===== config.mk =====
export PLATFORM = sky130hd
export DESIGN_NAME = instruction_fetch_unit
export DESIGN_NICKNAME = d
export VERILOG_FILES = /design/src/rtl/instruction_fetch_unit.sv
export SDC_FILE = /design/constraint.sdc
export NUM_CORES = 2
export LEC_CHECK = 0
export CAP_MARGIN = 5
export CORE_AREA = 4 4 356 533
export CTS_CLUSTER_SIZE = 30
export DETAILED_ROUTE_END_ITERATION = 8
export DIE_AREA = 0 0 360 537
export PLACE_DENSITY = 0.68
export SLEW_MARGIN = 20
export SYNTH_ARGS = -nofsm -noshare
export SYNTH_HDL_FRONTEND = slang
export SYNTH_SLANG_ARGS = --single-unit

===== constraint.sdc =====
create_clock -name clk -period 6.3 [get_ports clk]
set_clock_uncertainty 0.2 [all_clocks]
set_input_delay 1.89 -clock clk [delete_from_list [all_inputs] [get_ports clk]]
set_output_delay 1.89 -clock clk [all_outputs]
set_load 0.1 [all_outputs]

===== src/rtl/instruction_fetch_unit.sv =====
// Instruction fetch stage: program counter, word-addressed instruction memory,
// and the IDLE/RUN/HALT sequencer that feeds Instruction_Code to the control unit.
module instruction_fetch_unit #(
  parameter int unsigned MEM_DEPTH = 64,
  parameter int unsigned ADDR_W    = 6,
  parameter logic [31:0] HALT_CODE = 32'hFFFF_FFFF
) (
  input  logic              clk,
  input  logic              reset,
  input  logic              Start,
  input  logic              Stall,
  input  logic              Prog_We,
  input  logic [ADDR_W-1:0] Prog_Addr,
  input  logic [31:0]       Prog_Data,
  output logic [31:0]       PC,
  output logic [31:0]       Instruction_Code,
  output logic              Instr_Valid,
  output logic              Halted,
  output logic              Fault,
  output logic [31:0]       Retired_Count
);

  localparam logic [1:0] S_IDLE = 2'd0;
  localparam logic [1:0] S_RUN  = 2'd1;
  localparam logic [1:0] S_HALT = 2'd2;

  localparam logic [31:0] LAST_PC = 32'(4 * (MEM_DEPTH - 1));

  logic [1:0]  state;
  logic [31:0] pc;
  logic [31:0] retired;
  logic        fault;
  logic [31:0] mem [MEM_DEPTH];
  logic [31:0] word;
  logic        in_run;
  logic        is_halt_word;

  assign word         = mem[pc[ADDR_W+1:2]];
  assign in_run       = (state == S_RUN);
  assign is_halt_word = (word == HALT_CODE);

  // Memory is never cleared; writes only outside RUN and never alongside reset.
  always_ff @(posedge clk) begin
    if (!reset && !in_run && Prog_We)
      mem[Prog_Addr] <= Prog_Data;
  end

  always_ff @(posedge clk) begin
    if (reset) begin
      state   <= S_IDLE;
      pc      <= '0;
      retired <= '0;
      fault   <= 1'b0;
    end else begin
      case (state)
        S_IDLE, S_HALT: begin
          if (Start) begin
            state   <= S_RUN;
            pc      <= '0;
            retired <= '0;
            fault   <= 1'b0;
          end
        end
        S_RUN: begin
          if (!Stall) begin
            if (is_halt_word) begin
              state <= S_HALT;
            end else begin
              retired <= retired + 32'd1;
              // Last word retires but PC stays put so it never leaves the memory range.
              if (pc >= LAST_PC) begin
                state <= S_HALT;
                fault <= 1'b1;
              end else begin
                pc <= pc + 32'd4;
              end
            end
          end
        end
        default: state <= S_IDLE;
      endcase
    end
  end

  always_comb begin
    PC               = pc;
    Retired_Count    = retired;
    Fault            = fault;
    Halted           = (state == S_HALT);
    Instruction_Code = in_run ? word : '0;
    Instr_Valid      = in_run && !is_halt_word;
  end

endmodule

==> impl_metrics.env <==
export IMPL_status="complete, but fails checks"
export IMPL_failed_checks="setup timing"
export IMPL_place_congestion=0.921
export IMPL_path_class="reg2out"
export IMPL_routed_wl_mm=255
export IMPL_core_area_um2=184000
export IMPL_cts_tree="built"
export IMPL_finalSetupViolCount=1
export IMPL_ys_flop_type="edfxtp_1"
export IMPL_rrSetupSlack_ns=1.41
export IMPL_hold_violations=0
export IMPL_synthMuxAreaShare_pct=14.4
export IMPL_syn_to_final_growth_pct=17.0
export IMPL_cp_start_kind="register"
export IMPL_yosysWarnings=0
export IMPL_drtIter0Drc=5992
export IMPL_vias_per_cell=6.33
export IMPL_fin_area_um2=97100
export IMPL_fin_crit_sh_pct=100
export IMPL_post_route_cells_drive_above_1_share_pct=25.8
export IMPL_powerDensity_nw_per_um2=286
export IMPL_fin_ws_ns=-0.0224
export IMPL_synth_area_um2=83000
export IMPL_cts_buffers=184
export IMPL_cap_violations=0
export IMPL_wl_per_cell_um=35.2
export IMPL_cts_root_buf="clkbuf_16"
export IMPL_arrival_ns=4.23
export IMPL_clk_pin_slew_worst_paths_ns=0.07
export IMPL_maxSlewHeadroom_pct=24.4
export IMPL_clk_latency_ns=0.85
export IMPL_drc_errors=0
export IMPL_fin_hold_ws_ns=0.290
export IMPL_synthCells=4192
export IMPL_row_count=193
export IMPL_firstDrtPassIters=5
export IMPL_htree_levels=4
export IMPL_synth_distinct_cells=92
export IMPL_place_area_um2=89500
export IMPL_synth_top_family_by_area="multiplexers"
export IMPL_synth_edf_count=2048
export IMPL_worstPathRequired_ns=4.21
export IMPL_slew_violations=0
export IMPL_track_usage_pct=26.0
export IMPL_synthArstFlopShare_pct=0
export IMPL_stdcell_count=7260
export IMPL_utilization_pct=52.6
export IMPL_fin_nets=4724
export IMPL_crit_path_cell_trace="buf_12, buf_16, buf_4, nor2b_2, buf_4, a22oi_1, nand2_1, a2111oi_4, o22ai_1, or3_1, nor2_1, and4_4, nor2_2, buf_12"
export IMPL_synth_area_leaders="edfxtp_1, mux4_2, mux2i_1, dfxtp_1, a22oi_1"
export IMPL_hp_class="reg2reg"
export IMPL_initial_core_util_pct=45.0
export IMPL_synth_area_leader_cell="edfxtp_1"
export IMPL_placed_cells=6853
export IMPL_vdd_drop_max_uv=201
export IMPL_final_cell_mix="edfxtp_1, mux2i_1, mux4_2"
export IMPL_whs_path_depth=1
export IMPL_grt_first_pass_wirelength_mm=354
export IMPL_yosys_area_share_adder_pct=0.0302
export IMPL_min_period_ns=6.32
export IMPL_post_dp_hpwl_mm=153
export IMPL_max_freq_mhz=158
export IMPL_die_y_um=537
export IMPL_io_buffers=139
export IMPL_grt_pass1_vias=45300
export IMPL_synth_top_area_share_pct=74.1
export IMPL_crit_path_top_delay_cell="a2111oi_4"
export IMPL_dieArea_um2=193000
export IMPL_synth_simple_area_share_pct=3.61
export IMPL_grt_ovfl_total=0
export IMPL_synth_avg_cell_area_um2=19.8
export IMPL_synth_xor_area_share_pct=0
export IMPL_synth_compound_area_share_pct=3.96
export IMPL_synth_seq_cells=2119
export IMPL_r2r_cells=16
export IMPL_antenna_found_initial=11
export IMPL_vias=46000
export IMPL_setup_tns_ns=-0.0224
export IMPL_layout_commonest_cell="edfxtp_1"
export IMPL_postCtsHoldBufs=0
export IMPL_cts_sinks=2119
export IMPL_ios=142
export IMPL_slowest_delay_ns=0.47
export IMPL_antenna_left=0
export IMPL_end_kind="primary output"
export IMPL_chipWidth_um=360
export IMPL_p_leak_uw=0.0299
export IMPL_crit_fanout=10
export IMPL_worst_slew_pin_slew_ns=1.13
export IMPL_ys_seq_area_share_pct=75.8
export IMPL_clock_path_buffers=4
export IMPL_grt_max_degree=65
[cells by family after synthesis]
| kind of cell | Yosys count |
|---|---|
| flops | 2119 |
| mux | 776 |
| simple gates | 591 |
| compound gates | 447 |
| buf+inv | 256 |
| fa+ha+maj | 2 |
| other cells | 1 |
[repair_timing]
action                                 CTS  global route
pin swaps                               18            22
gates resized for setup                102            52
cloned                                  14             1
endpoints found under the hold margin    0             0
setup endpoints to repair               14             1
buffers inserted                        36            27
[critical path, delay by kind of cell (launching register included)]
family                 cells  cell delay (ns)
AND/OR/NAND/NOR            6             1.20
AO/OA/AOI/OAI              3             1.01
buffers and inverters      5             0.81
flip-flops                 1             0.37
[final timing paths]
kind	endpoint	from
min reg2reg	PC[13]	PC[13]
min	PC[13]	PC[13]
max	Instr_Valid	register
max reg2reg	Retired_Count[18]	register
[power breakdown]
group / total (uW) / switching [uW] / internal (uW)
clock network: 11200 / 4970 / 6200
logic: 1090 / 706 / 382
registers: 15500 / 8.28 / 15500
[cell usage after synthesis (4+ instances only)]
master / count
a211o_1: 4
a211oi_1: 22
a21oi_1: 48
a221oi_1: 22
a22o_1: 13
a22oi_1: 137
a31o_2: 5
a31oi_1: 14
and2_1: 46
and3_1: 21
and4_1: 4
buf_1: 9
buf_12: 5
buf_2: 59
buf_4: 31
buf_6: 40
buf_8: 20
clkbuf_1: 62
dfxtp_1: 71
edfxtp_1: 2048
inv_1: 24
mux2_2: 16
mux2i_1: 427
mux4_1: 6
mux4_2: 327
nand2_1: 121
nand2b_1: 11
nand3_1: 95
nand3b_1: 5
nand4_1: 25
nor2_1: 151
nor2b_1: 21
nor3_1: 22
nor4_1: 18
o211a_1: 4
o211ai_1: 10
o211ai_2: 5
o21ai_0: 24
o221ai_1: 16
o22ai_1: 66
o31ai_1: 7
or2_2: 6
or3_1: 13
or4_1: 11
[routing by layer]
metal	track usage, %	wire [um]
met5	0	48
met3	5.15	23400
met4	18.1	21500
met2	43.9	126000
met1	29.9	84000
[stage by stage]
step	power [uW]	worst slack (ns)
2_1_floorplan	16300	0.121
3_3_place_gp	16700	0.192
3_5_place_dp	16800	0.0874
4_1_cts	27800	0.000899
5_1_grt	28400	-0.0397
6_report	27700	-0.0224
[flip-flops by register name, indices dropped and copies added (netlist names), named ones only]
name and cells:
PC 30, state 2, mem 2048, Retired_Count 32, Fault 1
[area by class of cell]
cell class | count | area, um2
fill | 14200 | 87400
inverter | 28 | 110
antenna | 7 | 17.5
tap | 2437 | 3050
clock inverter | 103 | 988
multi-input combinational | 1818 | 19300
clock buffer | 220 | 4820
timing repair buffer | 528 | 5840
sequential | 2119 | 62900
(Power assumes the default switching activity.)
